==> src/rtl/af_pkg.sv <==
// af_pkg: shared mode and state encodings for the activation-feedback router.
`default_nettype none

package af_pkg;

  localparam logic [1:0] AF_BYPASS = 2'd0;
  localparam logic [1:0] AF_SIG    = 2'd1;
  localparam logic [1:0] AF_TANH   = 2'd2;
  localparam logic [1:0] AF_RELU   = 2'd3;

  typedef enum logic {
    ST_IDLE    = 1'b0,
    ST_WAIT_AF = 1'b1
  } af_state_t;

endpackage

`default_nettype wire

==> src/rtl/af_result_fifo.sv <==
// af_result_fifo: power-of-two circular result buffer with occupancy count.
`default_nettype none

module af_result_fifo #(
  parameter int WIDTH = 64,
  parameter int DEPTH = 4
) (
  input  logic                       clk,
  input  logic                       reset,
  input  logic                       push,
  input  logic [WIDTH-1:0]           push_data,
  input  logic                       pop,
  output logic [WIDTH-1:0]           head,
  output logic [$clog2(DEPTH+1)-1:0] count
);

  localparam int PTR_W = (DEPTH > 1) ? $clog2(DEPTH) : 1;
  localparam int CNT_W = $clog2(DEPTH + 1);

  logic [WIDTH-1:0] mem [DEPTH];
  logic [PTR_W-1:0] rd_ptr;
  logic [PTR_W-1:0] wr_ptr;
  logic             do_pop;
  logic             do_push;

  assign do_pop  = pop && (count != '0);
  // A full FIFO still takes a push when the head leaves in the same cycle.
  assign do_push = push && ((count != CNT_W'(DEPTH)) || do_pop);

  always_ff @(posedge clk or negedge reset) begin
    if (!reset) begin
      rd_ptr <= '0;
      wr_ptr <= '0;
      count  <= '0;
    end else begin
      if (do_pop)  rd_ptr <= rd_ptr + PTR_W'(1);
      if (do_push) wr_ptr <= wr_ptr + PTR_W'(1);
      case ({do_push, do_pop})
        2'b10:   count <= count + CNT_W'(1);
        2'b01:   count <= count - CNT_W'(1);
        default: count <= count;
      endcase
    end
  end

  always_ff @(posedge clk) begin
    if (do_push) mem[wr_ptr] <= push_data;
  end

  assign head = (count != '0) ? mem[rd_ptr] : '0;

endmodule

`default_nettype wire

==> src/rtl/af_feedback_router.sv <==
// af_feedback_router: applies bypass/ReLU/sigmoid/tanh to array edge vectors
// and queues zero-padded results for the array's north input.
`default_nettype none

module af_feedback_router
  import af_pkg::*;
#(
  parameter int WORD_W     = 32,
  parameter int IN_CH      = 2,
  parameter int OUT_CH     = 2,
  parameter int FIFO_DEPTH = 4,
  parameter int AF_TIMEOUT = 64
) (
  input  logic                     clk,
  input  logic                     reset,
  input  logic [1:0]               af_mode,
  input  logic                     src_sel,
  input  logic                     in_valid,
  output logic                     in_ready,
  input  logic [IN_CH*WORD_W-1:0]  east_data,
  input  logic [IN_CH*WORD_W-1:0]  north_data,
  output logic [IN_CH*WORD_W-1:0]  af_operand,
  input  logic [IN_CH*WORD_W-1:0]  sig_data,
  input  logic [IN_CH*WORD_W-1:0]  tanh_data,
  input  logic                     sig_rdy,
  input  logic                     tanh_rdy,
  output logic                     out_valid,
  input  logic                     out_ready,
  output logic [OUT_CH*WORD_W-1:0] out_data,
  output logic                     af_timeout,
  output logic                     busy
);

  localparam int IN_W   = IN_CH * WORD_W;
  localparam int OUT_W  = OUT_CH * WORD_W;
  localparam int CNT_W  = $clog2(FIFO_DEPTH + 1);
  localparam int WCNT_W = $clog2(AF_TIMEOUT + 1);

  af_state_t          state;
  af_state_t          state_nxt;
  logic [WCNT_W-1:0]  wait_cnt;
  logic [1:0]         mode_q;
  logic [CNT_W-1:0]   count;
  logic               accept;
  logic               push;
  logic               load_op;
  logic               timeout_hit;
  logic               sel_rdy;
  logic [IN_W-1:0]    src;
  logic [IN_W-1:0]    relu_src;
  logic [IN_W-1:0]    push_vec;
  logic [OUT_W-1:0]   push_data;

  assign src      = src_sel ? north_data : east_data;
  // Uses the pre-pop count, so a full FIFO blocks input for a cycle even on a pop.
  assign in_ready = (state == ST_IDLE) && (count != CNT_W'(FIFO_DEPTH));
  assign accept   = in_valid && in_ready;
  assign sel_rdy  = (mode_q == AF_SIG) ? sig_rdy : tanh_rdy;

  always_comb begin
    relu_src = src;
    for (int c = 0; c < IN_CH; c++) begin
      if (src[c*WORD_W + WORD_W - 1]) relu_src[c*WORD_W +: WORD_W] = '0;
    end
  end

  always_comb begin
    state_nxt   = state;
    push        = 1'b0;
    push_vec    = src;
    load_op     = 1'b0;
    timeout_hit = 1'b0;
    case (state)
      ST_IDLE: begin
        if (accept) begin
          case (af_mode)
            AF_BYPASS: push = 1'b1;
            AF_RELU: begin
              push     = 1'b1;
              push_vec = relu_src;
            end
            default: begin
              load_op   = 1'b1;
              state_nxt = ST_WAIT_AF;
            end
          endcase
        end
      end
      ST_WAIT_AF: begin
        // The first waiting cycle ignores rdy so a flag left over from a
        // previous operand is never mistaken for this result.
        if ((wait_cnt != '0) && sel_rdy) begin
          push      = 1'b1;
          push_vec  = (mode_q == AF_SIG) ? sig_data : tanh_data;
          state_nxt = ST_IDLE;
        end else if (wait_cnt == WCNT_W'(AF_TIMEOUT - 1)) begin
          timeout_hit = 1'b1;
          state_nxt   = ST_IDLE;
        end
      end
      default: state_nxt = ST_IDLE;
    endcase
  end

  always_comb begin
    push_data = '0;
    push_data[OUT_W-1 -: IN_W] = push_vec;
  end

  always_ff @(posedge clk or negedge reset) begin
    if (!reset) begin
      state      <= ST_IDLE;
      wait_cnt   <= '0;
      mode_q     <= AF_BYPASS;
      af_operand <= '0;
      af_timeout <= 1'b0;
    end else begin
      state <= state_nxt;
      if (load_op) begin
        wait_cnt   <= '0;
        mode_q     <= af_mode;
        af_operand <= src;
      end else if (state == ST_WAIT_AF) begin
        wait_cnt <= wait_cnt + WCNT_W'(1);
      end
      if (timeout_hit) af_timeout <= 1'b1;
    end
  end

  af_result_fifo #(
    .WIDTH (OUT_W),
    .DEPTH (FIFO_DEPTH)
  ) u_fifo (
    .clk       (clk),
    .reset     (reset),
    .push      (push),
    .push_data (push_data),
    .pop       (out_ready),
    .head      (out_data),
    .count     (count)
  );

  assign out_valid = (count != '0);
  assign busy      = (state != ST_IDLE) || out_valid;

endmodule

`default_nettype wire

==> config.mk <==
export PLATFORM = sky130hd
export DESIGN_NAME = af_feedback_router
export DESIGN_NICKNAME = d
export VERILOG_FILES = /design/src/rtl/af_pkg.sv /design/src/rtl/af_result_fifo.sv /design/src/rtl/af_feedback_router.sv
export SDC_FILE = /design/constraint.sdc
export NUM_CORES = 1
export LEC_CHECK = 0
export CAP_MARGIN = 10
export CORE_MARGIN = 2
export CORE_UTILIZATION = 43
export CTS_BUF_LIST = sky130_fd_sc_hd__clkbuf_16
export CTS_CLUSTER_SIZE = 20
export DETAILED_ROUTE_END_ITERATION = 10
export GPL_TIMING_DRIVEN = 0
export PLACE_DENSITY = 0.8
export SLEW_MARGIN = 20
export SYNTH_ARGS = -nofsm -noshare
export SYNTH_HDL_FRONTEND = slang
export SYNTH_HIERARCHICAL = 1
export SYNTH_SLANG_ARGS = --single-unit
==> constraint.sdc <==
create_clock -name clk -period 4.7 [get_ports clk]
set_input_delay 0.47 -clock clk [delete_from_list [all_inputs] [get_ports clk]]
set_output_delay 0.47 -clock clk [all_outputs]
set_load 0.01 [all_outputs]
==> impl_metrics.sql, run 1 <==
INSERT INTO impl_metrics (metric_group, metric, value, unit) VALUES
('yosys', 'synth_cell_area', '0.0158', 'sq mm'),
('placed_design', 'hpwl', '28700', 'um'),
('timing', 'hold_viol', '0', ''),
('grt', 'first_global_vias', '10300', ''),
('clocking', 'clk_latency', '0.51', 'ns'),
('drt', 'met1Wirelength', '17400', 'um'),
('drt', 'route.met2.wl', '20500', 'um'),
('finish', 'post_route_cells_drive_above_1_share', '21.3', '%'),
('clocking', 'tritoncts_clock_tree', 'built', ''),
('min_path', 'hold_class', 'in -> async', ''),
('drt', 'wire_length_per_cell_after_detailed_routing', '22.0', 'um'),
('timing', 'slew_headroom', '46.7', '%'),
('placed_design', 'io_buffers', '395', ''),
('finish', 'final_core_util', '59.7', '%'),
('drt', 'vias_per_cell', '5.25', ''),
('timing', 'final.setup_skew', '0.0159', 'ns'),
('pwr', 'p_per_area', '611', 'mW/mm^2'),
('clocking', 'cts_post_setup_buffers_inserted', '0', ''),
('yosys', 'synthDominantCellAreaShare', '48.7', '%'),
('timing', 'postLayoutSetupSlackWorst', '0.961', 'ns'),
('flow_run', 'cap_viol_max_count', '0', ''),
('clocking', 'clock-sinks', '338', ''),
('critical_path', 'end_kind', 'flip-flop', ''),
('drt', 'route.top_layer_used', 'met4', ''),
('outcome', 'run_status', 'completed', ''),
('drt', 'wl', '41200', 'um'),
('yosys', 'yosys_register_bits', '338', ''),
('floorplanning', 'die_area', '0.0383', 'sq mm'),
('critical_path', 'path_max_fanout', '10', ''),
('yosys', 'synth-seq-area-share', '61.7', '%'),
('grt', 'global_route.overflow_total', '0', ''),
('timing', 'fmax', '267', 'MHz'),
('grt', 'grt_max_degree', '52', ''),
('yosys', 'synthArstFlopShare', '24.3', '%'),
('finish', 'finalInstanceArea', '0.0217', 'sq mm'),
('clocking', 'cts.path.max_buffers', '3', ''),
('clocking', 'cts.root.buffer_cell', 'sky130_fd_sc_hd__clkbuf_16', ''),
('placed_design', 'place_ws', '0.837', 'ns'),
('floorplanning', 'placementRows', '70', ''),
('timing', 'slew_viol_final', '0', ''),
('clocking', 'worst_setup_hold_path_clk_slew', '0.06', 'ns'),
('timing', 'final.min_clock_period', '3.74', 'ns'),
('critical_path', 'crit_path_start_kind', 'flip-flop', ''),
('drt', 'vias_after_detailed_routing', '9825', ''),
('floorplanning', 'start_util', '43.4', '%'),
('pwr', 'leakagePower', '0.00793', 'uW'),
('critical_path', 'critPathArrivalTime', '4.17', 'ns'),
('finish', 'area_growth', '37.4', '%'),
('placed_design', 'gpl.final_weighted_congestion', '0.780', ''),
('clocking', 'cts-buffers-inserted', '38', ''),
('pwr', 'worst_ir_drop_vdd', '370', 'uV'),
('placed_design', 'placed_cell_area', '0.0205', 'sq mm'),
('yosys', 'cell_types_with_the_largest_area_share_after_synthesis', 'sky130_fd_sc_hd__edfxtp_1 49%, sky130_fd_sc_hd__dfrtp_1 13%, sky130_fd_sc_hd__mux4_2 9.1%, sky130_fd_sc_hd__mux2i_1 8.2%, sky130_fd_sc_hd__mux2_2 5.6%', ''),
('finish', 'most-common-layout-cells', '394 x sky130_fd_sc_hd__clkdlybuf4s50_1, 256 x sky130_fd_sc_hd__edfxtp_1, 130 x sky130_fd_sc_hd__mux2i_1', ''),
('placed_design', 'place_inst', '1804', ''),
('yosys', 'synthesis.nets', '1209', ''),
('grt', 'antenna_violations_before_repair', '0', ''),
('floorplanning', 'coreArea', '0.0363', 'sq mm'),
('timing', 'final.period_utilization', '79.6', '%'),
('timing', 'grt_setup_unrepaired', 'false', ''),
('drt', 'initialDrtViolationCount', '537', ''),
('yosys', 'syn_area_per_cell', '16.9', 'sq um'),
('drt', 'drt_pass1_iterations', '7', ''),
('floorplanning', 'dieWidth', '196', 'um'),
('timing', 'final-setup-viol-count', '0', ''),
('critical_path', 'crit_type', 'reg -> reg', ''),
('grt', 'gr-usage-all-layers', '21.4', '%'),
('yosys', 'synthDominantAreaCellType', 'sky130_fd_sc_hd__edfxtp_1', ''),
('yosys', 'synth_ff_type', 'sky130_fd_sc_hd__edfxtp_1', ''),
('finish', 'layout_cells_excl_fill', '1872', ''),
('finish', 'num_antenna_cells', '0', '');
what timing repair did:
| item | CTS | global route |
|---|---|---|
| hold buffers | 1 | 0 |
| endpoints found under the setup margin | 0 | 0 |
| hold endpoints to repair | 31 | 0 |
| gates resized for setup | 0 | 0 |
worst max-delay path: stages, from the launching register on:
cell,delay [ns]
sky130_fd_sc_hd__dfrtp_1,0.43
sky130_fd_sc_hd__inv_1,0.08
sky130_fd_sc_hd__ha_1,0.13
sky130_fd_sc_hd__or4b_1,0.45
sky130_fd_sc_hd__nor3_2,0.16
sky130_fd_sc_hd__nor3b_1,0.11
sky130_fd_sc_hd__buf_6,0.20
sky130_fd_sc_hd__buf_6,0.19
sky130_fd_sc_hd__o21bai_1,0.17
sky130_fd_sc_hd__buf_2,0.19
sky130_fd_sc_hd__nor2b_1,0.16
sky130_fd_sc_hd__nand2_1,0.09
sky130_fd_sc_hd__fa_1,0.46
sky130_fd_sc_hd__or4b_2,0.62
sky130_fd_sc_hd__o31ai_1,0.08
sky130_fd_sc_hd__o21bai_1,0.14
kinds of logic (layout without fill, tap and decap cells):
group,after synthesis,count (layout),synth area share [%]
flops,338,338,61.7
simple gates,173,173,5.77
xor+xnor,11,11,0.610
mux,325,325,27.9
fa+ha+maj,8,8,0.681
buf+inv,67,535,2.65
compound gates,14,14,0.666
metrics by stage:
| step | hold slack [ns] | TNS (ns) | total power [uW] |
|---|---|---|---|
| 2_1_floorplan | 0.174 | 0 | 7770 |
| 3_3_place_gp | 0.467 | -336.94 | 10400 |
| 3_5_place_dp | 0.403 | 0 | 10500 |
| 4_1_cts | 0.426 | 0 | 13400 |
| 5_1_grt | 0.443 | 0 | 13900 |
| 6_report | 0.429 | 0 | 13300 |
report_power, final:
part           switching [uW]  leakage, uW  total [uW]  internal (uW)
clock                    1120     0.000617        2840           1720
combinational            2710      0.00400        5950           3240
sequential                298      0.00330        4470           4170
registers in the layout, indices dropped and copies added, names as in the netlist:
signal and count:
u_fifo/mem 256, af_operand 64, wait_cnt 7, u_fifo/count 3, mode_q 2, u_fifo/rd_ptr 2, u_fifo/wr_ptr 2, af_timeout 1
state 1
synthesized netlist by cell type (2+ instances only):
master / count
sky130_fd_sc_hd__edfxtp_1: 256
sky130_fd_sc_hd__and2_1: 68
sky130_fd_sc_hd__nor2_1: 11
sky130_fd_sc_hd__o31ai_1: 2
sky130_fd_sc_hd__nand2_1: 71
sky130_fd_sc_hd__nor3b_1: 2
sky130_fd_sc_hd__mux4_2: 64
sky130_fd_sc_hd__buf_1: 3
sky130_fd_sc_hd__ha_1: 7
sky130_fd_sc_hd__buf_4: 2
sky130_fd_sc_hd__xor2_1: 5
sky130_fd_sc_hd__mux2_4: 52
sky130_fd_sc_hd__and3b_1: 2
sky130_fd_sc_hd__or3_1: 2
sky130_fd_sc_hd__nor2b_1: 2
sky130_fd_sc_hd__buf_6: 18
sky130_fd_sc_hd__nand3_1: 4
sky130_fd_sc_hd__o21bai_1: 3
sky130_fd_sc_hd__xnor2_1: 6
sky130_fd_sc_hd__mux2_2: 78
sky130_fd_sc_hd__inv_1: 7
sky130_fd_sc_hd__dfrtp_1: 82
sky130_fd_sc_hd__buf_2: 19
sky130_fd_sc_hd__mux2i_1: 130
sky130_fd_sc_hd__clkbuf_1: 17
sky130_fd_sc_hd__nand4_1: 2
sky130_fd_sc_hd__o21ai_0: 2
area by class of cell:
| type | instances | area [sq um] | share of cell area, % |
|---|---|---|---|
| buffer | 59 | 388 | 1.79 |
| clock buffer | 39 | 976 | 4.50 |
| clock inverter | 28 | 226 | 1.04 |
| inverter | 8 | 30.0 | 0.138 |
| multi-input combinational | 531 | 5640 | 26.0 |
| sequential | 338 | 9740 | 44.9 |
| tap | 468 | 586 | 2.70 |
| timing repair buffer | 401 | 4100 | 18.9 |
worst paths after layout:
check,from,endpoint,slack [ns],cells after the start
worst max register to register,wait_cnt[0],u_fifo/count[2],0.96,15
max in group asynchronous,reset,af_operand[25],3.62,3
worst max-delay path,wait_cnt[0],u_fifo/count[2],0.96,15
worst min register to register,af_timeout,af_timeout,0.48,2
min in group clk,af_timeout,af_timeout,0.48,2
worst min-delay path,reset,af_operand[49],0.43,2
per-layer routing:
metal,up-vias,track usage (%)
met5,-,0
met4,0,5.54
met3,58,3.96
met2,341,36.9
met1,4979,27.9
li1,4447,-
No activity file was read; power rests on OpenSTA's default activity.
==> inputs of run 2 (changes only) <==
==> constraint.sdc (replaced) <==
create_clock -name clk -period 3.45 [get_ports clk]
set_input_delay 0.345 -clock clk [delete_from_list [all_inputs] [get_ports clk]]
set_output_delay 0.345 -clock clk [all_outputs]
set_load 0.01 [all_outputs]
==> run 2 against run 1 <==
Utilization shrank 0.083 points. Clock power rose by 28%. Setup slack lost 0.82 ns. Final cell count is 0.27% higher. Critical path depth shrank 1. Register-to-register slack worse by 0.82 ns. Combinational power increased by 37%. Sequential share of layout area grew 0.062 points. Maximum frequency rose by 13%. Critical endpoint unchanged. Largest cell class unchanged. Largest power group unchanged.
==> impl_metrics.sql, run 2 (same netlist as run 1, synthesis figures left out) <==
INSERT INTO impl_metrics (metric_group, metric, value, unit) VALUES
('outcome', 'run_status', 'completed', ''),
('floorplanning', 'start_util', '43.4', '%'),
('timing', 'grt_setup_unrepaired', 'false', ''),
('pwr', 'power_frac_seq', '34.2', '%'),
('pwr', 'power.combinational.fraction', '45.5', '%'),
('timing', 'whs', '0.255', 'ns'),
('drt', 'vias_after_detailed_routing', '9871', ''),
('pwr', 'post-layout-total-power', '17900', 'uW'),
('finish', 'multi_input_comb_area', '0.00566', 'sq mm'),
('placed_design', 'gpl.final_weighted_congestion', '0.779', ''),
('timing', 'slew_headroom', '45.1', '%'),
('floorplanning', 'placementRows', '70', ''),
('placed_design', 'io_buffers', '395', ''),
('finish', 'register_area', '0.00974', 'sq mm'),
('placed_design', 'place_ws', '-0.274', 'ns'),
('finish', 'number_of_flip_flops_under_the_largest_register_name', '256', ''),
('placed_design', 'placed_cell_area', '0.0205', 'sq mm'),
('timing', 'postLayoutSetupSlackWorst', '0.145', 'ns'),
('critical_path', 'crit_path_start_kind', 'flip-flop', ''),
('critical_path', 'crit_type', 'reg -> reg', ''),
('critical_path', 'path_max_fanout', '11', ''),
('drt', 'drc', '0', ''),
('critical_path', 'critPathArrivalTime', '3.75', 'ns'),
('grt', 'antenna_violations_before_repair', '1', ''),
('critical_path', 'end_kind', 'flip-flop', ''),
('pwr', 'p_sw_share', '31.5', '%'),
('timing', 'final-setup-viol-count', '0', ''),
('critical_path', 'reg2regPathDepth', '14', ''),
('finish', 'fillCellCount', '2823', ''),
('timing', 'fmax', '303', 'MHz'),
('pwr', 'leakagePower', '0.00793', 'uW'),
('finish', 'num_antenna_cells', '0', ''),
('pwr', 'p_per_area', '825', 'mW/mm^2'),
('clocking', 'cts.path.max_buffers', '3', ''),
('pwr', 'total_switching_power', '5630', 'uW'),
('finish', 'post_route_cells_drive_above_1_share', '21.8', '%'),
('floorplanning', 'coreArea', '0.0363', 'sq mm'),
('clocking', 'worst_setup_hold_path_clk_slew', '0.06', 'ns'),
('clocking', 'clk_latency', '0.52', 'ns'),
('finish', 'area_growth', '37.2', '%'),
('clocking', 'cts_htree_levels', '2', ''),
('drt', 'wl', '41300', 'um'),
('grt', 'gr-usage-all-layers', '21.6', '%'),
('critical_path', 'worst_r2r_endpoint', 'u_fifo/count[2]', ''),
('flow_run', 'cap_viol_max_count', '0', ''),
('timing', 'hold_viol', '0', ''),
('finish', 'largest-register', 'u_fifo/mem', ''),
('placed_design', 'hpwl', '29000', 'um'),
('finish', 'most-common-layout-cells', '394 x sky130_fd_sc_hd__clkdlybuf4s50_1, 256 x sky130_fd_sc_hd__edfxtp_1, 130 x sky130_fd_sc_hd__mux2i_1', ''),
('pwr', 'power.internal', '12200', 'uW'),
('drt', 'drt_pass1_iterations', '5', ''),
('finish', 'reg_top3', 'u_fifo/mem (256), af_operand (64), wait_cnt (7)', ''),
('critical_path', 'cp_data_required_time', '3.90', 'ns'),
('clocking', 'cts-buffers-inserted', '37', ''),
('drt', 'vias_per_cell', '5.26', ''),
('drt', 'wire_length_per_cell_after_detailed_routing', '22.0', 'um'),
('floorplanning', 'floorplan.die.height', '196', 'um'),
('timing', 'final.period_utilization', '95.8', '%'),
('clocking', 'cts.root.buffer_cell', 'sky130_fd_sc_hd__clkbuf_16', ''),
('grt', 'grt_max_degree', '64', ''),
('finish', 'finalInstanceArea', '0.0217', 'sq mm'),
('finish', 'layout_commonest_cell', 'sky130_fd_sc_hd__clkdlybuf4s50_1', ''),
('finish', 'design.final.nets', '1653', ''),
('grt', 'first_global_vias', '10600', ''),
('timing', 'final.setup_skew', '0.0172', 'ns'),
('timing', 'final.min_clock_period', '3.31', 'ns'),
('clocking', 'tritoncts_clock_tree', 'built', ''),
('floorplanning', 'dieWidth', '196', 'um'),
('timing', 'worst_margin_slew', '0.823', 'ns'),
('floorplanning', 'io_pins', '397', ''),
('grt', 'grt_pass1_wl', '62200', 'um'),
('floorplanning', 'die_area', '0.0383', 'sq mm'),
('drt', 'antenna_left', '0', ''),
('pwr', 'worst_ir_drop_vdd', '439', 'uV'),
('timing', 'slew_viol_final', '0', ''),
('min_path', 'hold_class', 'in -> async', ''),
('critical_path', 'critical_path.reg2reg.startpoint', 'wait_cnt[0]', ''),
('critical_path', 'reg2reg_setup_slack', '0.14', 'ns'),
('clocking', 'clock-sinks', '338', ''),
('drt', 'initialDrtViolationCount', '497', ''),
('grt', 'global_route.overflow_total', '0', ''),
('pwr', 'p_clk_share', '20.4', '%');
[run 2: how the worst max path moves through the flow]
stage | from | end | slack, ns | cells after the start
2_1_floorplan | wait_cnt[0] | u_fifo/count[2] | 0.12 | 15
3_3_place_gp | reset | af_operand[23] | -1.55 | 1
3_5_place_dp | wait_cnt[0] | u_fifo/count[2] | -0.27 | 15
4_1_cts | wait_cnt[1] | u_fifo/count[2] | 0.04 | 14
5_1_grt | wait_cnt[1] | u_fifo/mem[2][40] | 0.009 | 12
6_report | wait_cnt[0] | u_fifo/count[2] | 0.14 | 14
[run 2: layout make-up]
cell class / instances / share of cell area, %
clock buffers: 39 / 4.51
multi-input cells: 531 / 26.1
plain buffers: 58 / 1.75
well taps: 468 / 2.70
flip-flops and latches: 338 / 45.0
repair buffers: 406 / 19.1
inverters: 8 / 0.139
clock inverters: 29 / 0.716
[run 2: repair_timing]
action / 4_1_cts / 5_1_grt
hold buffers: 1 / 0
setup endpoints to repair: 150 / 1
pin swaps: 2 / 2
gates resized for setup: 4 / 2
setup buffers: 5 / 0
endpoints found under the hold margin: 19 / 0
cloned: 0 / 0
[run 2: power groups by stage]
stage,clock [uW],sequential [uW],combinational [uW]
floorplan,0,6270,4300
global placement,0,6150,7960
detailed placement,0,6180,8170
CTS,3730,6110,8260
global route,3880,6200,8660
finish,3640,6110,8130
[run 2: stage by stage]
step	util (%)	setup TNS, ns	std cells
after CTS	59.6	0	1877
after global placement	55.9	-348.12	1799
final	59.6	0	1877
after floorplan	-	0	936
after global routing	59.6	0	1877
after detailed placement	56.3	-34.11	1804
[run 2: metal layers]
metal  global-route usage (%)  wire length, um  vias up
met5                        0                0        -
met4                     6.11              957        0
met3                     3.70             2500       60
met2                     37.3            20600      356
met1                     28.1            17300     4997
li1                         -                -     4458
[run 2: critical path: stages, from the launching register on]
cell	delay (ns)
sky130_fd_sc_hd__dfrtp_1	0.38
sky130_fd_sc_hd__inv_1	0.06
sky130_fd_sc_hd__ha_1	0.14
sky130_fd_sc_hd__or4b_4	0.47
sky130_fd_sc_hd__nor3_4	0.16
sky130_fd_sc_hd__nor3b_2	0.08
sky130_fd_sc_hd__buf_6	0.17
sky130_fd_sc_hd__o21bai_1	0.19
sky130_fd_sc_hd__buf_4	0.15
sky130_fd_sc_hd__nor2b_2	0.12
sky130_fd_sc_hd__nand2_1	0.08
sky130_fd_sc_hd__fa_2	0.37
sky130_fd_sc_hd__or4b_2	0.62
sky130_fd_sc_hd__o31ai_1	0.10
sky130_fd_sc_hd__o21bai_1	0.14
==> inputs of run 3 (changes only) <==
--- a/config.mk
+++ b/config.mk
@@ -11,9 +11,8 @@
 export CTS_BUF_LIST = sky130_fd_sc_hd__clkbuf_16
 export CTS_CLUSTER_SIZE = 20
 export DETAILED_ROUTE_END_ITERATION = 10
-export GPL_TIMING_DRIVEN = 0
 export PLACE_DENSITY = 0.8
-export SLEW_MARGIN = 20
+export SLEW_MARGIN = 10
 export SYNTH_ARGS = -nofsm -noshare
 export SYNTH_HDL_FRONTEND = slang
 export SYNTH_HIERARCHICAL = 1
==> run 3 against run 2 <==
Via count down 2.8%. Sequential power rose by 2%. Global-route usage shrank 0.78 points. Setup slack better by 0.054 ns. Hold slack improved by 0.17 ns. Die area unchanged. Maximum frequency increased by 1.7%. Final area is 1.1% lower. Critical path type is now reg -> out. Critical endpoint is now out_data[15]. Highest routed layer unchanged.
==> impl_metrics.sql, run 3 (same netlist as run 1, synthesis figures left out) <==
INSERT INTO impl_metrics (metric_group, metric, value, unit) VALUES
('outcome', 'run_status', 'completed', ''),
('finish', 'most-common-layout-cells', '394 x sky130_fd_sc_hd__clkdlybuf4s50_1, 256 x sky130_fd_sc_hd__edfxtp_1, 130 x sky130_fd_sc_hd__mux2i_1', ''),
('floorplanning', 'die_area', '0.0383', 'sq mm'),
('timing', 'whs', '0.424', 'ns'),
('floorplanning', 'floorplan.die.height', '196', 'um'),
('placed_design', 'hpwl', '26400', 'um'),
('drt', 'vias_per_cell', '5.25', ''),
('timing', 'hold_viol', '0', ''),
('grt', 'first_global_vias', '10500', ''),
('clocking', 'tritoncts_clock_tree', 'built', ''),
('finish', 'post_route_cells_drive_above_1_share', '20.6', '%'),
('drt', 'wl', '39700', 'um'),
('critical_path', 'path_max_fanout', '37', ''),
('clocking', 'cts.path.max_buffers', '3', ''),
('drt', 'wire_length_per_cell_after_detailed_routing', '21.7', 'um'),
('timing', 'grt_setup_unrepaired', 'false', ''),
('timing', 'final.period_utilization', '94.2', '%'),
('critical_path', 'crit_type', 'reg -> out', ''),
('flow_run', 'cap_viol_max_count', '0', ''),
('clocking', 'cts.root.buffer_cell', 'sky130_fd_sc_hd__clkbuf_16', ''),
('finish', 'fillCellCount', '2757', ''),
('timing', 'finalSetupTns', '0', 'ns'),
('grt', 'global_route.overflow_total', '0', ''),
('timing', 'final-setup-viol-count', '0', ''),
('finish', 'design.final.nets', '1606', ''),
('critical_path', 'critPathArrivalTime', '2.91', 'ns'),
('clocking', 'clock-sinks', '338', ''),
('floorplanning', 'io_pins', '397', ''),
('critical_path', 'cpMaxStageDelayCell', 'sky130_fd_sc_hd__or3_2', ''),
('clocking', 'cts_htree_levels', '2', ''),
('pwr', 'worst_ir_drop_vdd', '578', 'uV'),
('critical_path', 'critical_path.cell_chain', 'or3_2 > buf_4 > and2_1 > clkdlybuf4s50_1', ''),
('finish', 'largest-register', 'u_fifo/mem', ''),
('drt', 'drt_pass1_iterations', '5', ''),
('grt', 'grt_max_degree', '67', ''),
('min_path', 'hold_class', 'in -> reg', ''),
('critical_path', 'cp_data_required_time', '3.11', 'ns'),
('drt', 'initialDrtViolationCount', '527', ''),
('timing', 'final.min_clock_period', '3.25', 'ns'),
('critical_path', 'cp.buffers_inverters', '2', ''),
('critical_path', 'reg2reg_setup_slack', '0.24', 'ns'),
('clocking', 'cts-buffers-inserted', '36', ''),
('critical_path', 'critical-path-max-stage-delay', '0.82', 'ns'),
('floorplanning', 'placementRows', '70', ''),
('finish', 'reg_top3', 'u_fifo/mem (256), af_operand (64), wait_cnt (7)', ''),
('pwr', 'leakagePower', '0.00775', 'uW'),
('timing', 'fmax', '308', 'MHz'),
('clocking', 'clk_latency', '0.50', 'ns'),
('clocking', 'worst_setup_hold_path_clk_slew', '0.06', 'ns'),
('finish', 'layout_commonest_cell', 'sky130_fd_sc_hd__clkdlybuf4s50_1', ''),
('placed_design', 'gpl.final_weighted_congestion', '0.795', ''),
('grt', 'grt_pass1_wl', '60400', 'um'),
('grt', 'antenna_violations_before_repair', '1', ''),
('finish', 'number_of_flip_flops_under_the_largest_register_name', '256', ''),
('pwr', 'p_per_area', '825', 'mW/mm^2'),
('drt', 'vias_after_detailed_routing', '9596', ''),
('clocking', 'cts_post_setup_buffers_inserted', '0', ''),
('timing', 'final.setup_skew', '0.0123', 'ns'),
('critical_path', 'critPathTopFamily', 'simple AND/OR/NAND/NOR gates', ''),
('finish', 'final_core_util', '58.9', '%'),
('timing', 'slew_headroom', '41.8', '%'),
('grt', 'gr-usage-all-layers', '20.8', '%'),
('clocking', 'cts-resized-gates', '0', ''),
('timing', 'slew_viol_final', '0', ''),
('drt', 'drc', '0', ''),
('placed_design', 'io_buffers', '396', ''),
('critical_path', 'end_kind', 'output pin', ''),
('pwr', 'post-layout-total-power', '17700', 'uW'),
('timing', 'worst_margin_slew', '0.873', 'ns'),
('floorplanning', 'coreArea', '0.0363', 'sq mm'),
('critical_path', 'crit_path_start_kind', 'flip-flop', ''),
('drt', 'antenna_left', '0', ''),
('finish', 'area_growth', '35.7', '%'),
('floorplanning', 'start_util', '43.4', '%'),
('floorplanning', 'dieWidth', '196', 'um');
[run 3: cell types whose count changed in the layout (fill, tap and decap cells not counted), sizes merged]
cell / previous run / this run
clkinv: 13 / 15
clkbuf: 56 / 37
diode: 0 / 1
inv: 22 / 16
buf: 52 / 23
bufinv: 1 / 3
[run 3: report_power, final]
group	switching [uW]	total, uW	leakage, uW	internal [uW]
combinational	3450	7770	0.00388	4320
sequential	543	6230	0.00330	5690
clock	1510	3670	0.000574	2160
total	5500	17700	0.00775	12200
[run 3: final timing paths]
path	start	end	cells after the start
hold reg to reg	af_timeout	af_timeout	2
setup / recovery	u_fifo/count[0]	out_data[15]	4
min in group asynchronous	reset	af_operand[59]	2
hold / removal	src_sel	af_operand[31]	3
max in group asynchronous	reset	af_operand[16]	3
setup reg to reg	wait_cnt[0]	u_fifo/count[2]	12
[run 3: routing by layer]
metal / global-route usage, % / part of all wire (%)
met5: 0 / 0
met4: 5.46 / 2.0
met3: 4.23 / 6.4
met2: 36.9 / 51
met1: 26.0 / 40
[run 3: cell type report]
type	instances	area [sq um]	share of cell area, %
well taps	468	586	2.73
inverters	8	30.0	0.140
clock inverters	27	196	0.917
flip-flops and latches	338	9750	45.5
clock buffers	37	926	4.32
multi-input cells	531	5660	26.4
repair buffers	418	4280	20.0
diodes	1	2.50	0.0117
[run 3: metrics by stage]
stage          instance area (sq um)  setup slack [ns]  std cells
2_1_floorplan                  15800             0.124        936
6_report                       21400             0.199       1828
3_5_place_dp                   20300             0.330       1762
3_3_place_gp                   20300             0.374       1762
5_1_grt                        21400            0.0243       1828
4_1_cts                        21400             0.136       1827
[run 3: worst min-delay path: cells and delay by family]
kind,cells,cell delay (ns)
mux,2,0.38
buf+inv,1,0.16
[run 3: repair_timing]
action | 4_1_cts | 5_1_grt
endpoints found under the hold margin | 49 | 0
hold buffers | 1 | 0
endpoints found under the setup margin | 0 | 0
==> RTL change 1, RTL diff (settings of run 2) <==
Compare `wait_cnt` against `WCNT_W'(AF_TIMEOUT - 1)` with >= in place of ==.
--- a/src/rtl/af_feedback_router.sv
+++ b/src/rtl/af_feedback_router.sv
@@ -93,7 +93,7 @@
           push      = 1'b1;
           push_vec  = (mode_q == AF_SIG) ? sig_data : tanh_data;
           state_nxt = ST_IDLE;
-        end else if (wait_cnt == WCNT_W'(AF_TIMEOUT - 1)) begin
+        end else if (wait_cnt >= WCNT_W'(AF_TIMEOUT - 1)) begin
           timeout_hit = 1'b1;
           state_nxt   = ST_IDLE;
         end
Formal check against the unedited RTL: no difference found for any inputs over 4 cycles, from zero or initial values and one cycle with reset low; that may be too few to reach the edited logic, so the function may still have changed.
==> RTL change 1 against run 2 <==
- die area grew 0.71%
- sequential power is essentially flat
- power grew 2.8%
- cell area grew 1.2%
- synthesized area grew 0.72%
- non-clock buffer count grew 11
- sequential cell count is the same
- worst setup slack lost 0.0012 ns
- via count grew 0.53%
- routed wire length grew 2.2%
- critical path type unchanged
- highest routed layer unchanged
==> RTL change 1: results (changes against run 2) <==
stage,metric,value,unit,change
synth,ys_seq_area_share,61.24,%,was 61.68%
place,globalplace.congestion,0.7725,,was 0.7792
grt,grt_pass1_vias,10560,,was 10630
pwr,p_leak,8.060,nW,was 7.930 nW
grt,use_met1,28.86,%,was 28.06%
sta,maxSlewHeadroom,48.95,%,was 45.13%
routing,wirelength,42220,um,was 41310 um
finish,final_layout_size_suffix_gt1_share,22.86,%,was 21.79%
synth,synth_nets,1211,,was 1209
routing,vias,9923,,was 9871
place,dp_hpwl,28260,um,was 28990 um
synth,yosys-top-cells-area,"edfxtp_1 (48%), dfrtp_1 (13%), mux4_2 (9.1%), mux2i_1 (8.2%), mux2_4 (5.9%)",,"was edfxtp_1 (49%), dfrtp_1 (13%), mux4_2 (9.1%), mux2i_1 (8.2%), mux2_2 (5.6%)"
status,outcome,"complete, no violations",,unchanged
grt,grt_max_degree,48,,was 64
worst_setup_path,crit_arrival,3.73,ns,was 3.75 ns
synth,yosys-top-cells-count,"edfxtp_1 (256), mux2i_1 (130), dfrtp_1 (82)",,unchanged
grt,grt_first_pass_wirelength,62890,um,was 62190 um
finish,nFillCells,2761,,was 2823
finish,final_nets,1669,,was 1653
grt,grt_util_all_layers,21.85,%,was 21.56%
worst_setup_path,critPathMaxFanout,10,,was 11
place,pre_cts_ws,-0.3368,ns,was -0.2741 ns
synth,ys_types,47,,was 46
pwr,ir_worst_vdd,0.0004175,V,was 0.0004389 V
grt,grtUsageMet3,4.504,%,was 3.696%
==> RTL change 1: layer usage <==
metal  wire length [um]  up-vias  share of wire [%]
li1                   -     4489                  -
met5                  0        -                  0
met1              17930     5051                 42
met3               2598       48                6.2
met2              20920      335                 50
met4                770        0                1.8
==> RTL change 1: how the worst min path moves through the flow <==
stage / endpoint / slack (ns)
detailed placement: af_operand[1]$_DFFE_PN0P_ / 0.29
CTS: af_operand[1]$_DFFE_PN0P_ / 0.32
floorplan: af_operand[0]$_DFFE_PN0P_ / 0.05
global placement: af_timeout$_DFFE_PN0P_ / 0.47
finish: af_operand[1]$_DFFE_PN0P_ / 0.32
global route: af_timeout$_DFFE_PN0P_ / 0.34
==> RTL change 1: report_power, final <==
part           switching (mW)  internal, mW
Clock                    1.52          2.24
Combinational            3.83          4.65
Sequential              0.423          5.71
Total                    5.77          12.6
==> RTL change 1: what timing repair did <==
| item | in CTS | in global routing |
|---|---|---|
| hold buffers | 1 | 0 |
| gates cloned | 4 | 0 |
| pin swaps | 5 | 2 |
| setup buffers | 6 | 10 |
| endpoints found under the hold margin | 35 | 0 |
| gates resized for setup | 4 | 5 |
| endpoints found under the setup margin | 258 | 2 |
==> RTL change 1: final cells by class <==
| cell class | count | area [um2] | share of cell area (%) |
|---|---|---|---|
| flip-flops and latches | 338 | 9739 | 44.43 |
| multi-input cells | 537 | 5747 | 26.21 |
| plain buffers | 58 | 450.4 | 2.055 |
| diodes | 1 | 2.502 | 0.01141 |
| clock buffers | 37 | 925.9 | 4.223 |
| inverters | 8 | 30.03 | 0.1370 |
| clock inverters | 27 | 226.5 | 1.033 |
| repair buffers | 417 | 4215 | 19.23 |
| well taps | 468 | 585.6 | 2.671 |
==> RTL change 1: logic make-up (layout without fill, tap and decap cells) <==
logic type | Yosys count | after routing | synth area share (%)
AO/OA/AOI/OAI | 15 | 15 | 0.6923
XOR/XNOR | 11 | 11 | 0.6058
adder cells (fa/ha/maj) | 8 | 8 | 0.6766
buffers and inverters | 67 | 547 | 3.021
flip-flops | 338 | 338 | 61.24
multiplexers | 325 | 325 | 28.01
other | 0 | 1 | 0
AND/OR/NAND/NOR | 174 | 178 | 5.759
==> RTL change 1: metrics by stage <==
| step | cells | power [mW] |
|---|---|---|
| 2_1_floorplan | 938 | 10.70 |
| 6_report | 1891 | 18.37 |
| 5_1_grt | 1890 | 19.27 |
| 3_5_place_dp | 1806 | 14.56 |
| 4_1_cts | 1881 | 18.50 |
| 3_3_place_gp | 1801 | 14.32 |
==> RTL change 1: critical path, delay by kind of cell (launching register included) <==
kind,cells,cell delay (ns)
flops,1,0.38
simple gates,6,1.59
fa+ha+maj,2,0.52
buf+inv,3,0.34
compound gates,3,0.40
==> RTL change 2, RTL diff (settings of run 2) <==
Without the edit above. The parameter `OUT_CH` goes from 2 to 4.
--- a/src/rtl/af_feedback_router.sv
+++ b/src/rtl/af_feedback_router.sv
@@ -7,7 +7,7 @@
 #(
   parameter int WORD_W     = 32,
   parameter int IN_CH      = 2,
-  parameter int OUT_CH     = 2,
+  parameter int OUT_CH     = 4,
   parameter int FIFO_DEPTH = 4,
   parameter int AF_TIMEOUT = 64
 ) (
Ports: changed (resized out_data); port bits go from 397 to 461. The function was not compared with the original's and may differ.
==> RTL change 2 against run 2 <==
- sequential power is 67% higher
- count of clock-buffer cells in the layout is 21 higher
- worst setup slack worse by 0.033 ns
- synthesized area is 61% higher
- critical path depth stayed put
- combinational power is 54% higher
- power is 65% higher
- critical path type unchanged
- sequential cell count is 256 higher
- routed wire length is 55% higher
- cell area is 59% higher
==> RTL change 2: results (changes against run 2) <==
stage,metric,value,unit,change
routing,wirelength,64130,um,was 41310 um
synth,synth_fa_ha_area_share,0.4227,%,was 0.6815%
finish,nFillCells,4477,,was 2823
routing,first_iter_violations,947,,was 497
synth,yosys-top-cells-count,"edfxtp_1 (512), and2_1 (132), mux2i_1 (130)",,"was edfxtp_1 (256), mux2i_1 (130), dfrtp_1 (82)"
synth,synth-edff-count,512,,was 256
worst_setup_path,critPathMaxFanout,10,,was 11
pwr,ir_worst_vdd,0.0005809,V,was 0.0004389 V
finish,largestRegisters,"u_fifo/mem x512, af_operand x64, wait_cnt x7",,"was u_fifo/mem x256, af_operand x64, wait_cnt x7"
finish,final_layout_size_suffix_gt1_share,20.37,%,was 21.79%
place,placed_area,32350,um2,was 20470 um2
grt,grt_max_degree,57,,was 64
place,dp_hpwl,44820,um,was 28990 um
status,outcome,"complete, no violations",,unchanged
worst_setup_path,crit_arrival,3.89,ns,was 3.75 ns
synth,synth_xor_xnor_area_share,0.3784,%,was 0.6101%
pwr,powerDensity,853.2,nW/um2,was 825.4 nW/um2
grt,grt_pass1_vias,15810,,was 10630
pwr,p_leak,12.52,nW,was 7.930 nW
pwr,clkPwrFrac,23.0,%,was 20.4%
grt,antenna_found_initial,6,,was 1
sta,fin_skew,0.02418,ns,was 0.01718 ns
routing,vias,14680,,was 9871
routing,vias_per_cell,4.951,,was 5.259
worst_setup_path,r2r_slack,0.11,ns,was 0.14 ns
sta,finalHoldWorstSlack,0.1663,ns,was 0.2549 ns
synth,synthArstFlopShare,13.80,%,was 24.26%
RTL change 2: area by class of cell:
cell class              instances  area [um2]  share of cell area, %
clock inverters                54       584.3                  1.692
flip-flops and latches        594       17430                  50.46
diodes                          3       7.507                0.02174
repair buffers                479        5009                  14.50
clock buffers                  60        1501                  4.348
plain buffers                  80       525.5                  1.522
multi-input cells             915        8482                  24.56
well taps                     773       967.2                  2.801
inverters                       8       30.03                0.08696
RTL change 2: repair_timing:
item	4_1_cts	5_1_grt
endpoints found under the setup margin	624	1
cloned	0	0
pin swaps	3	2
buffers inserted	4	2
gates resized for setup	14	0
endpoints found under the hold margin	82	0
hold buffers	1	0
RTL change 2: per-layer routing:
layer / GRT usage [%] / wire length, um
met1: 26.74 / 25500
met2: 35.90 / 32270
met3: 4.623 / 4227
met4: 7.837 / 2095
met5: 0 / 34
